===== src/rtl/issue_scoreboard.sv =====
// Issue scoreboard: tracks in-flight GPR writers, stalls ID on RAW/WAW/limit hazards, drain handshake.
// Optional stall watchdog enabled by defining ISSUE_SCOREBOARD_WATCHDOG_EN.
module issue_scoreboard #(
  parameter int REG_ADDR_LEN    = 5,
  parameter int NUM_REGS        = 32,
  parameter int MAX_OUTSTANDING = 4,
  parameter int CNT_W           = 3,
  parameter int WATCHDOG_LIMIT  = 255
) (
  input  logic                    i_sys_clk,
  input  logic                    i_sys_rst,
  input  logic                    i_id_valid,
  output logic                    o_id_ready,
  input  logic [REG_ADDR_LEN-1:0] i_src_addr1,
  input  logic [REG_ADDR_LEN-1:0] i_src_addr2,
  input  logic                    i_src2_used,
  input  logic                    i_writeback_en,
  input  logic [REG_ADDR_LEN-1:0] i_dest_addr,
  input  logic                    i_flush,
  input  logic                    i_wb_valid,
  input  logic [REG_ADDR_LEN-1:0] i_wb_addr,
  input  logic                    i_drain_req,
  output logic                    o_drain_done,
  output logic                    o_issue,
  output logic                    o_stall,
  output logic [NUM_REGS-1:0]     o_pending,
  output logic [CNT_W-1:0]        o_outstanding,
  output logic                    o_wb_err,
  output logic                    o_watchdog
);

  typedef enum logic [1:0] {ST_RUN = 2'd0, ST_DRAIN = 2'd1, ST_DONE = 2'd2} state_e;

  state_e                state_q, state_d;
  logic [NUM_REGS-1:0]   pending_q, pending_d;
  logic [CNT_W-1:0]      outstanding_q, outstanding_d;
  logic                  wb_err_q, wb_err_d;

  logic [NUM_REGS-1:0]   wb_mask, set_mask, pend_bp;
  logic                  raw1, raw2, waw, lim;
  logic                  wb_clr, wb_bad, do_set;
  logic                  id_ready, issue, stall;

  always_comb begin
    wb_mask  = '0;
    set_mask = '0;
    if (i_wb_valid) wb_mask[i_wb_addr] = 1'b1;
    // A register retiring this cycle no longer blocks the instruction in ID.
    pend_bp = pending_q & ~wb_mask;

    raw1 = (i_src_addr1 != '0) && pend_bp[i_src_addr1];
    raw2 = i_src2_used && (i_src_addr2 != '0) && pend_bp[i_src_addr2];
    waw  = i_writeback_en && (i_dest_addr != '0) && pend_bp[i_dest_addr];

    wb_clr = i_wb_valid && (i_wb_addr != '0) && pending_q[i_wb_addr];
    wb_bad = i_wb_valid && (i_wb_addr != '0) && !pending_q[i_wb_addr];
    lim    = i_writeback_en && (i_dest_addr != '0) &&
             (outstanding_q == CNT_W'(MAX_OUTSTANDING)) && !wb_clr;

    id_ready = i_sys_rst && (state_q == ST_RUN) && !i_drain_req && !i_flush &&
               !(raw1 || raw2 || waw || lim);
    issue    = i_id_valid && id_ready;
    stall    = i_sys_rst && i_id_valid && !id_ready && !i_flush;

    do_set = issue && i_writeback_en && (i_dest_addr != '0);
    if (do_set) set_mask[i_dest_addr] = 1'b1;

    // Set is applied after clear so a same-register retire/reissue stays pending.
    pending_d     = (pending_q & ~wb_mask) | set_mask;
    outstanding_d = outstanding_q + CNT_W'(do_set) - CNT_W'(wb_clr);
    wb_err_d      = wb_err_q | wb_bad;

    state_d = state_q;
    case (state_q)
      ST_RUN:   if (i_drain_req) state_d = ST_DRAIN;
      ST_DRAIN: begin
        if (!i_drain_req)                state_d = ST_RUN;
        else if (outstanding_d == '0)    state_d = ST_DONE;
      end
      ST_DONE:  if (!i_drain_req) state_d = ST_RUN;
      default:  state_d = ST_RUN;
    endcase
  end

  always_ff @(posedge i_sys_clk) begin
    if (!i_sys_rst) begin
      state_q       <= ST_RUN;
      pending_q     <= '0;
      outstanding_q <= '0;
      wb_err_q      <= 1'b0;
    end else begin
      state_q       <= state_d;
      pending_q     <= pending_d;
      outstanding_q <= outstanding_d;
      wb_err_q      <= wb_err_d;
    end
  end

  assign o_id_ready    = id_ready;
  assign o_issue       = issue;
  assign o_stall       = stall;
  assign o_drain_done  = i_sys_rst && (state_q == ST_DONE);
  assign o_pending     = pending_q;
  assign o_outstanding = outstanding_q;
  assign o_wb_err      = wb_err_q;

`ifdef ISSUE_SCOREBOARD_WATCHDOG_EN
  localparam int WD_W = $clog2(WATCHDOG_LIMIT + 1);

  logic [WD_W-1:0] wd_cnt_q, wd_cnt_d;
  logic            watchdog_q, watchdog_d;

  always_comb begin
    wd_cnt_d = wd_cnt_q;
    if (issue)
      wd_cnt_d = '0;
    else if ((stall || state_q == ST_DRAIN) && (wd_cnt_q != WD_W'(WATCHDOG_LIMIT)))
      wd_cnt_d = wd_cnt_q + WD_W'(1);
    watchdog_d = watchdog_q | (wd_cnt_d == WD_W'(WATCHDOG_LIMIT));
  end

  always_ff @(posedge i_sys_clk) begin
    if (!i_sys_rst) begin
      wd_cnt_q   <= '0;
      watchdog_q <= 1'b0;
    end else begin
      wd_cnt_q   <= wd_cnt_d;
      watchdog_q <= watchdog_d;
    end
  end

  assign o_watchdog = watchdog_q;
`else
  logic unused_wd;
  assign unused_wd  = ^WATCHDOG_LIMIT;
  assign o_watchdog = 1'b0;
`endif

endmodule

===== config.mk =====
export PLATFORM = sky130hd
export DESIGN_NAME = issue_scoreboard
export DESIGN_NICKNAME = d
export VERILOG_FILES = /design/src/rtl/issue_scoreboard.sv
export SDC_FILE = /design/constraint.sdc
export NUM_CORES = 1
export LEC_CHECK = 0
export CAP_MARGIN = 5
export CORE_ASPECT_RATIO = 0.75
export CORE_MARGIN = 1.5
export CORE_UTILIZATION = 57
export DETAILED_ROUTE_END_ITERATION = 8
export GPL_TIMING_DRIVEN = 0
export PLACE_DENSITY = 0.87
export SKIP_CTS_REPAIR_TIMING = 1
export SLEW_MARGIN = 20
export SYNTH_ARGS = -nofsm -noshare
export SYNTH_HDL_FRONTEND = slang
export SYNTH_SLANG_ARGS = --single-unit

===== constraint.sdc =====
create_clock -name i_sys_clk -period 7.15 [get_ports i_sys_clk]
set_input_delay 1.0725 -clock i_sys_clk [delete_from_list [all_inputs] [get_ports i_sys_clk]]
set_output_delay 1.0725 -clock i_sys_clk [all_outputs]
set_load 0.01 [all_outputs]

==> key figures <==
Run status
  • Outcome: finished clean

Global route
  • Largest net degree at the start of global routing: 14
  • Total track usage: 0.416
  • Antenna violations before repair: 0
  • Grt ovf: 0
  • First-pass GRT wire length: 20400 um
  • Vias in the first global route: 3548

Power and ir drop
  • Pwr/cell area: 138 nW/um^2
  • Worst VDD drop: 0.105 mV
  • Static leakage: 1.51 nW

STA
  • Fin crit share: 0.836
  • Max Clock Skew: 0.00831 ns
  • Max Slew Vio Count: 0
  • Unrepaired setup endpoints after global routing: false
  • Slew @ Worst Pin: between 1 and 1.5 ns
  • TNS Setup: 0 ns
  • Fin worst setup slack: 1.17 ns
  • Tmin final: 5.98 ns
  • Max Freq: 0.167 GHz
  • Slew Limit Headroom: 0.216
  • Final hold vios: 0
  • # setup viols final: 0

Worst setup path
  • CP Launch Type: primary input
  • Req. time, crit path: 6.08 ns
  • Reg-to-Reg End: state_q[1]$_SDFFE_PN0P_
  • Worst reg2reg path depth: 16
  • CP Class: in -> out
  • Slowest CP cell: a21boi_0
  • Crit-path cells: clkdlybuf4s50_1, buf_4, and4b_1, a21boi_0, o22ai_1, nor4_1, nand4_1, nand4_4, nor3_2, nor3b_1, clkdlybuf4s50_1
  • FF-to-FF setup slack: 2.81 ns
  • CP arrival: approximately 4.9 ns
  • Largest stage delay, worst path: 0.94 ns
  • Critical-path maximum fanout: 10
  • R2R Path Start: o_pending[12]$_SDFF_PN0_
  • CP endpoint kind: primary output
  • Most used cell, CP: clkdlybuf4s50_1

Logic synthesis
  • Asr flop ratio synth: 0
  • Multiplexer share of the synthesized area: 0.135
  • Top FF cell, synth: dfxtp_1
  • Synth Area in Adders: 0.0129
  • Post-Syn Area: between 3000 and 4000 sq um
  • Largest family of logic cells by synthesized area: simple AND/OR/NAND/NOR gates
  • Seq/Total Area, Yosys: 0.219
  • Number of synthesized flops with an enable pin: 0
  • Syn_nets: 429
  • Post-synthesis compound-gate area fraction: 0.273
  • Post-synthesis cell type count: 75
  • Yosys Warn Count: 0
  • Simple-Gate Fraction of Synth Area: 0.284
  • Syn_area_per_cell: 8.75 sq um
  • Synth Instances: 398
  • Post-Synth XOR/XNOR Area: 0.0151
  • Synth Register Bits: 38

Routing
  • Via density: 7.21
  • DRT antenna net count: 0
  • Final wirelength: 13900 um
  • First-pass DRT Iterations: 5
  • Starting DRC count in detailed routing: 621
  • # DRC: 0
  • WL/cell: about 26 um
  • Routed vias: 3910

Clock network
  • TritonCTS Buffers: 5
  • Clock Path Buffers: 2
  • Reg clk slew, reported paths: 0.08 ns
  • Latest clock arrival within the worst-skew pair: ~0.30 ns
  • CTS tree: yes
  • Root Driver: clkbuf_8
  • H-tree Lvls: 2
  • Clock sinks: 38

Place
  • Routability cong.: 1.01
  • Pre-CTS setup slack: 1.40 ns
  • HPWL after detailed placement: about 10000 um
  • Port-buffer cells: 58

Layout
  • Fill cells: about 470
  • Most frequent cells in the layout: clkdlybuf4s50_1 (58), nand2_1 (40), dfxtp_1 (38)
  • Seq. cell area: 761 sq um
  • Area grow syn2layout: 23.4%
  • Layout cells sized above 1: 0.0991
  • Area of the multi-input gates: roughly 2500 sq um
  • Fin nets: 494
  • Antenna Cells: 0
  • Most common cell after layout, fill and taps aside: clkdlybuf4s50_1

Min path
  • HP Class: reg -> reg
  • Min-Delay Startpoint: o_wb_err$_SDFF_PN0_
  • Hold path cells: 2
  • Worst Hold Path EP: o_wb_err$_SDFF_PN0_

Die
  • Chip width: 93.2 um
  • Initial Util: 0.594
  • Die area: 6590 sq um
  • I/O pin count: 69
  • Core area: 5860 sq um
  • # rows: 24
  • Die Y: 70.7 um

Job
  • # Max-Cap Violations: 0
==> layout make-up <==
class                   count  share of cell area
repair buffers             58               0.135
flip-flops and latches     38               0.177
clock buffers               5              0.0160
clock inverters             3              0.0160
plain buffers              28              0.0399
multi-input cells         322               0.584
inverters                  10             0.00874
well taps                  78              0.0227
==> how the worst max path moves through the flow <==
stage                     slack (ns)                      end           start
after floorplan                 2.58  state_q[1]$_SDFFE_PN0P_  i_src_addr2[0]
after global placement          1.40                  o_stall      i_wb_valid
after detailed placement        1.40                  o_stall      i_wb_valid
after CTS                       1.40                  o_stall      i_wb_valid
after global routing            1.07                  o_stall      i_wb_valid
final                           1.17                  o_stall      i_wb_valid
==> per-stage QoR <==
step	total power, W	area (sq um)	util	std cells	hold WS, ns
after floorplan	0.000312	3480	-	398	0.490
after global placement	0.000356	4160	0.710	534	0.462
after detailed placement	0.000359	4160	0.710	534	0.480
after CTS	0.000582	4300	0.734	542	0.499
after global routing	0.000606	4300	0.734	542	0.532
final	0.000591	4300	0.734	542	0.492
==> critical path: cells and delay by family <==
family                 cells  cell delay, ns
buffers and inverters      3            1.21
AND/OR/NAND/NOR            6            1.46
AO/OA/AOI/OAI              2            1.16
==> metal layers <==
layer,part of all wire,vias to the layer above,track usage
met1,0.39,1806,0.585
met2,0.40,372,0.578
met3,0.17,60,0.148
met5,0,-,0.00758
met4,0.037,0,0.157
li1,-,1672,-
==> where the power goes <==
group / internal [W] / leakage (nW) / switching (W) / total (W)
combinational: 0.0000560 / 1.14 / 0.0000819 / 0.000138
sequential: 0.000216 / 0.307 / 0.00000487 / 0.000221
clock: 0.000140 / 0.0683 / 0.0000922 / 0.000232
total: 0.000412 / 1.51 / 0.000179 / 0.000591
==> state kept, by name, summed over array words and instances, names as in the netlist <==
signal / count
state_q: 2
o_wb_err: 1
o_outstanding: 3
o_pending: 32
==> synthesized netlist by cell type (all sizes together) (6+ instances only) <==
master	count	area share
nand2	40	0.043
dfxtp	38	0.22
mux2i	26	0.075
a22o	23	0.058
nor2	20	0.022
clkbuf	15	0.016
o21a	14	0.030
buf	13	0.033
nand3	13	0.019
o21ai	13	0.020
nor2b	11	0.020
o22ai	11	0.020
a21boi	9	0.019
and2	9	0.016
inv	8	0.0086
nand4	8	0.019
nor3	8	0.016
nor3b	8	0.017
a21oi	7	0.010
a31oi	7	0.017
mux4	7	0.047
nor4	6	0.028
==> kinds of logic after synthesis <==
family | after synthesis
compound gates | 121
xor+xnor | 6
fa+ha+maj | 3
buf+inv | 38
flops | 38
mux | 37
other cells | 1
simple gates | 154
(Power assumes the default switching activity.)
==> RTL edit 1: new RTL, same settings <==
The parameter `NUM_REGS` goes from 32 to 16.
--- a/src/rtl/issue_scoreboard.sv
+++ b/src/rtl/issue_scoreboard.sv
@@ -2,7 +2,7 @@
 // Optional stall watchdog enabled by defining ISSUE_SCOREBOARD_WATCHDOG_EN.
 module issue_scoreboard #(
   parameter int REG_ADDR_LEN    = 5,
-  parameter int NUM_REGS        = 32,
+  parameter int NUM_REGS        = 16,
   parameter int MAX_OUTSTANDING = 4,
   parameter int CNT_W           = 3,
   parameter int WATCHDOG_LIMIT  = 255
Interface: changed (resized o_pending); port bits go from 69 to 53. No check against the original RTL was run, so the function may have changed too.
==> RTL edit 1 against the original RTL <==
  * Sequential cell count fell by 16
  * Final cell count shrank 42%
  * Worst hold slack worse by 13 ps
  * Global-route usage shrank 8.3 points
  * Clock power is 47% lower
  * Synthesized area shrank 46%
  * Total power shrank 47%
  * Wire length shrank 56%
  * Setup slack better by 370 ps
  * Final area down 43%
  * Via count down 45%
==> RTL edit 1: results (changes against the original RTL) <==
Routing:
- The iteration-0 DRC count of the detailed router is 290 (-53%).
- The total detailed-routing wirelength came to 6.10 mm (-56%).
- The overall via count from detail_route is 2144 (-45%).

Synthesis:
- In the post-synthesis netlist, the biggest area contributors are sky130_fd_sc_hd__dfxtp_1 (23%), sky130_fd_sc_hd__mux4_2 (7.1%), sky130_fd_sc_hd__inv_1 (3.4%), sky130_fd_sc_hd__nand2_1 (3.2%), sky130_fd_sc_hd__nor2_1 (3.0%).
- The distinct cell type count of the synthesized netlist is 65 (-13%).
- The register area share after synthesis was 23.2% (+1.4 points).
- The area share of fa/ha/maj cells after synthesis came to 2.37% (+1.1 points).
- The complex-gate fraction of the synthesized area was 26.6% (-0.67 points).
- The post-synthesis xor/xnor area fraction came to 1.85% (+0.34 points).
- The combinational family with the most area after synthesis is compound AO/OA/AOI/OAI gates.
- The mux share of post-synthesis cell area was 12.3% (-1.2 points).
- By count the netlist is led by sky130_fd_sc_hd__dfxtp_1 (22), sky130_fd_sc_hd__inv_1 (17), sky130_fd_sc_hd__nand2_1 (16).
- The most instantiated flip-flop cell in the synthesis netlist is sky130_fd_sc_hd__dfxtp_1.
- The number of nets produced by synthesis is 259 (-40%).

Setup path:
- In this run the critical register-to-register path is launched from state_q[0].
- The data arrival time of the worst path is 4540 ps (-370 ps).
- The terminus of the critical flop-to-flop path is state_q[0].
- The beginning of the critical path is i_wb_addr[3].
- The reg2reg setup slack came to 3120 ps (+310 ps).
- The cell depth of the worst flop-to-flop path is 15 (-1).

Place:
- The routability congestion estimate from global placement came to 0.935 (-7.8%).
- The number of port buffers is 43 (-26%).
- The detailed-placement wirelength estimate is 4.69 mm (-55%).

Pwr:
- The cell leakage power came to 0.000869 uW (-43%).

Clock tree:
- The total number of H-tree levels is 1 (-1).
- The number of CTS-inserted buffers is 3 (-2).
- The clock input transition at the sequential cells of the worst setup and hold paths is 100 ps (+20 ps).

Timing:
- The number of hold violations in the final report came to 0 (unchanged).
- The worst-case clock skew was 13.7 ps (+5.44 ps).

Finish:
- The share of post-route cells with drive strength above 1 is 11.6% (+1.7 points).
- The fill cell instance count of the final layout is 223 (-53%).
- The count of antenna diodes in the layout is 0 (unchanged).

Global route:
- The global-route usage over all layers was 33.3% (-8.3 points).
- The via count of the first global-routing pass is 1876 (-47%).
- The first-pass GRT wire length is 9.37 mm (-54%).

Outcome:
- The run finished with clean final reports.
[RTL edit 1: cell count changes in the layout (fill, tap and decap cells not counted), sizes merged, moves of 10 or more]
cell / unedited run / this run
nor2b: 11 / 1
clkdlybuf4s50: 58 / 43
nand2: 40 / 16
a22o: 23 / 1
dfxtp: 38 / 22
mux2i: 26 / 5
[RTL edit 1: logic make-up after synthesis]
kind of cell    Yosys count
buf+inv                  34
other cells               1
xor+xnor                  4
compound gates           67
mux                      14
fa+ha+maj                 3
simple gates             83
flops                    22
[RTL edit 1: layout make-up]
class	instances	area [um^2]	share of cell area, %
repair buffers	43	430	17.6
plain buffers	17	86.3	3.53
clock inverters	1	30.0	1.23
flip-flops and latches	22	440	18.0
multi-input cells	172	1310	53.4
inverters	17	63.8	2.61
clock buffers	3	41.3	1.69
well taps	38	47.5	1.94
[RTL edit 1: report_power, final]
part	total, uW	internal (uW)	switching, uW	leakage, uW
sequential	124	124	0.859	0.000178
clock	122	75.0	47.4	0.0000357
combinational	64.1	27.7	36.3	0.000655
total	311	226	84.6	0.000869
[RTL edit 1: worst max-delay path by stage]
stage	to	slack, ps
after floorplan	state_q[0]	2290
after global placement	state_q[1]	1460
final	o_issue	1540
after CTS	o_issue	1590
after global routing	o_issue	1440
after detailed placement	state_q[0]	1390
[RTL edit 1: per-layer routing]
metal | share of wire [%] | global-route usage, % | up-vias
li1 | - | - | 969
met1 | 44 | 46.7 | 970
met2 | 40 | 49.8 | 188
met3 | 14 | 10.1 | 17
met4 | 2.2 | 8.97 | 0
met5 | 0 | 0 | -
[RTL edit 1: critical path: stages]
cell                              delay, ps
sky130_fd_sc_hd__clkdlybuf4s50_1        530
sky130_fd_sc_hd__or2_1                  260
sky130_fd_sc_hd__clkbuf_1               200
sky130_fd_sc_hd__o21a_1                 270
sky130_fd_sc_hd__mux4_2                 500
sky130_fd_sc_hd__a211oi_2               230
sky130_fd_sc_hd__o31ai_1                150
sky130_fd_sc_hd__or4_4                  580
sky130_fd_sc_hd__buf_6                  170
sky130_fd_sc_hd__inv_1                   50
sky130_fd_sc_hd__clkdlybuf4s50_1        520
[RTL edit 1: metrics by stage]
| stage | instances | area, um^2 | hold WS, ps | utilization, % |
|---|---|---|---|---|
| finish | 313 | 2450 | 479 | 79.9 |
| global route | 313 | 2450 | 514 | 79.9 |
| CTS | 313 | 2450 | 486 | 79.9 |
| detailed placement | 309 | 2370 | 465 | 77.5 |
| global placement | 309 | 2370 | 452 | 77.5 |
| floorplan | 228 | 1900 | 448 | - |
==> RTL edit 2: new RTL, same flow settings <==
Made on the original files. `pending_q` no longer has a reset.
--- a/src/rtl/issue_scoreboard.sv
+++ b/src/rtl/issue_scoreboard.sv
@@ -85,15 +85,17 @@
   always_ff @(posedge i_sys_clk) begin
     if (!i_sys_rst) begin
       state_q       <= ST_RUN;
-      pending_q     <= '0;
       outstanding_q <= '0;
       wb_err_q      <= 1'b0;
     end else begin
       state_q       <= state_d;
-      pending_q     <= pending_d;
       outstanding_q <= outstanding_d;
       wb_err_q      <= wb_err_d;
     end
+  end
+
+  always_ff @(posedge i_sys_clk) begin
+    pending_q <= pending_d;
   end
 
   assign o_id_ready    = id_ready;
Function: differs if i_sys_rst is asserted again (counterexample within 4 cycles, from zero or initial values and one cycle with i_sys_rst low); with i_sys_rst held inactive, the same outputs for 4 cycles.
==> RTL edit 2 against the original RTL <==
  * Setup slack better by 74 ps
  * Synthesized area down 11%
  * Global-route usage up 0.91 points
  * Worst hold slack better by 12 ps
  * Total power down 12%
  * Wire length down 12%
  * Sequential cell count unchanged
  * Combinational power down 6%
  * Final area down 9.3%
  * Critical path type unchanged
==> RTL edit 2: results (changes against the original RTL) <==
Synthesis:
- The post-synthesis xor/xnor area fraction is 1.70% (+0.19 points).
- The complex-gate fraction of the synthesized area is 27.0% (-0.28 points).
- Sorting the synthesized cells by how often they occur yields sky130_fd_sc_hd__o21ai_1 (49), sky130_fd_sc_hd__dfxtp_1 (38), sky130_fd_sc_hd__nor2_1 (26).
- The mux share of post-synthesis cell area came to 13.1% (-0.46 points).
- The number of nets produced by synthesis is 411 (-4.2%).
- The register area share after synthesis is 24.6% (+2.7 points).
- The distinct cell type count of the synthesized netlist is 68 (-9.3%).
- The instance count of the mapped netlist is 380 (-4.5%).

Place:
- The cell total after placement is 516 (-3.4%).
- The pre-CTS worst setup slack was 1310 ps (-91.5 ps).

Setup path:
- The critical path's largest stage delay came to 730 ps (-210 ps).
- The data arrival time of the worst path is 4830 ps (-80 ps).
- The critical register-to-register path startpoint is o_pending[23].
- The reg2reg setup slack is 3030 ps (+220 ps).

Outcome:
- The run finished with clean final reports.

Global route:
- The pin count of the biggest net entering global routing is 13 (-1).
- The via count of the first global-routing pass is 3328 (-6.2%).
- The global-route usage over all layers is 42.5% (+0.91 points).
- The global routing met1 resource utilization came to 57.7% (-0.88 points).

Finish:
- The number of nets at the end of the flow is 479 (-3.0%).
- The share of post-route cells with drive strength above 1 is 10.9% (+1.0 points).

Pwr:
- The cell leakage power is 0.00130 uW (-14%).

Routing:
- The iteration-0 DRC count of the detailed router is 600 (-3.4%).
- The sum of met3 wire segment lengths after detailed routing is 1.87 mm (-22%).
- The total detailed-routing wirelength is 12.2 mm (-12%).
- The mean routed wirelength per cell is 23.4 um (-8.6%).
- The overall via count from detail_route came to 3662 (-6.3%).
- The number of detailed-routing iterations run before antenna repair came to 7 (+2).

Timing:
- The worst-case clock skew is 4.80 ps (-3.51 ps).
==> RTL edit 2: changes by cell type after synthesis, sizes merged, moves of 6 or more <==
cell / change
o21ai: +51
a22o: -23
nand2: -23
mux2i: -16
o21a: -12
o211ai: +11
nand3: +9
o22ai: -9
a21boi: -8
and2: -6
nor2: +6
o311ai: +6
==> RTL edit 2: cell families (layout without fill, tap and decap cells) <==
kind of cell               Yosys count  in the layout
xor gates and xnor gates             6              6
muxes                               26             26
and+or+nand+nor                    139            139
adders and majority gates            3              3
other                                1              1
DFF                                 38             38
AOI/OAI and AO/OA                  127            127
buffers and inverters               40            109
==> RTL edit 2: where the power goes <==
group	switching, uW	internal, uW
sequential	6.15	217
combinational	78.8	51.7
clock	89.0	77.8
==> RTL edit 2: area by class of cell <==
class | instances | area share, %
buffer | 26 | 3.05
inverter | 14 | 1.35
tap | 75 | 2.41
multi-input combinational | 302 | 55.5
timing repair buffer | 61 | 15.7
sequential | 38 | 19.5
clock buffer | 6 | 2.12
clock inverter | 2 | 0.321
==> RTL edit 2: worst max-delay path by stage <==
stage	from	endpoint	slack, ps	cells after the start
2_1_floorplan	i_wb_addr[0]	state_q[0]	2570	19
3_3_place_gp	i_wb_addr[3]	state_q[0]	1490	18
3_5_place_dp	i_wb_addr[3]	state_q[1]	1310	18
4_1_cts	i_wb_addr[3]	o_issue	1470	10
5_1_grt	i_wb_addr[3]	state_q[1]	1220	18
6_report	i_wb_addr[3]	o_issue	1240	10
==> RTL edit 2: through the flow <==
| stage | instance area, um^2 | hold slack [ps] |
|---|---|---|
| floorplan | 3100 | 456 |
| CTS | 3890 | 508 |
| global placement | 3800 | 449 |
| detailed placement | 3800 | 493 |
| global route | 3890 | 523 |
| finish | 3890 | 504 |
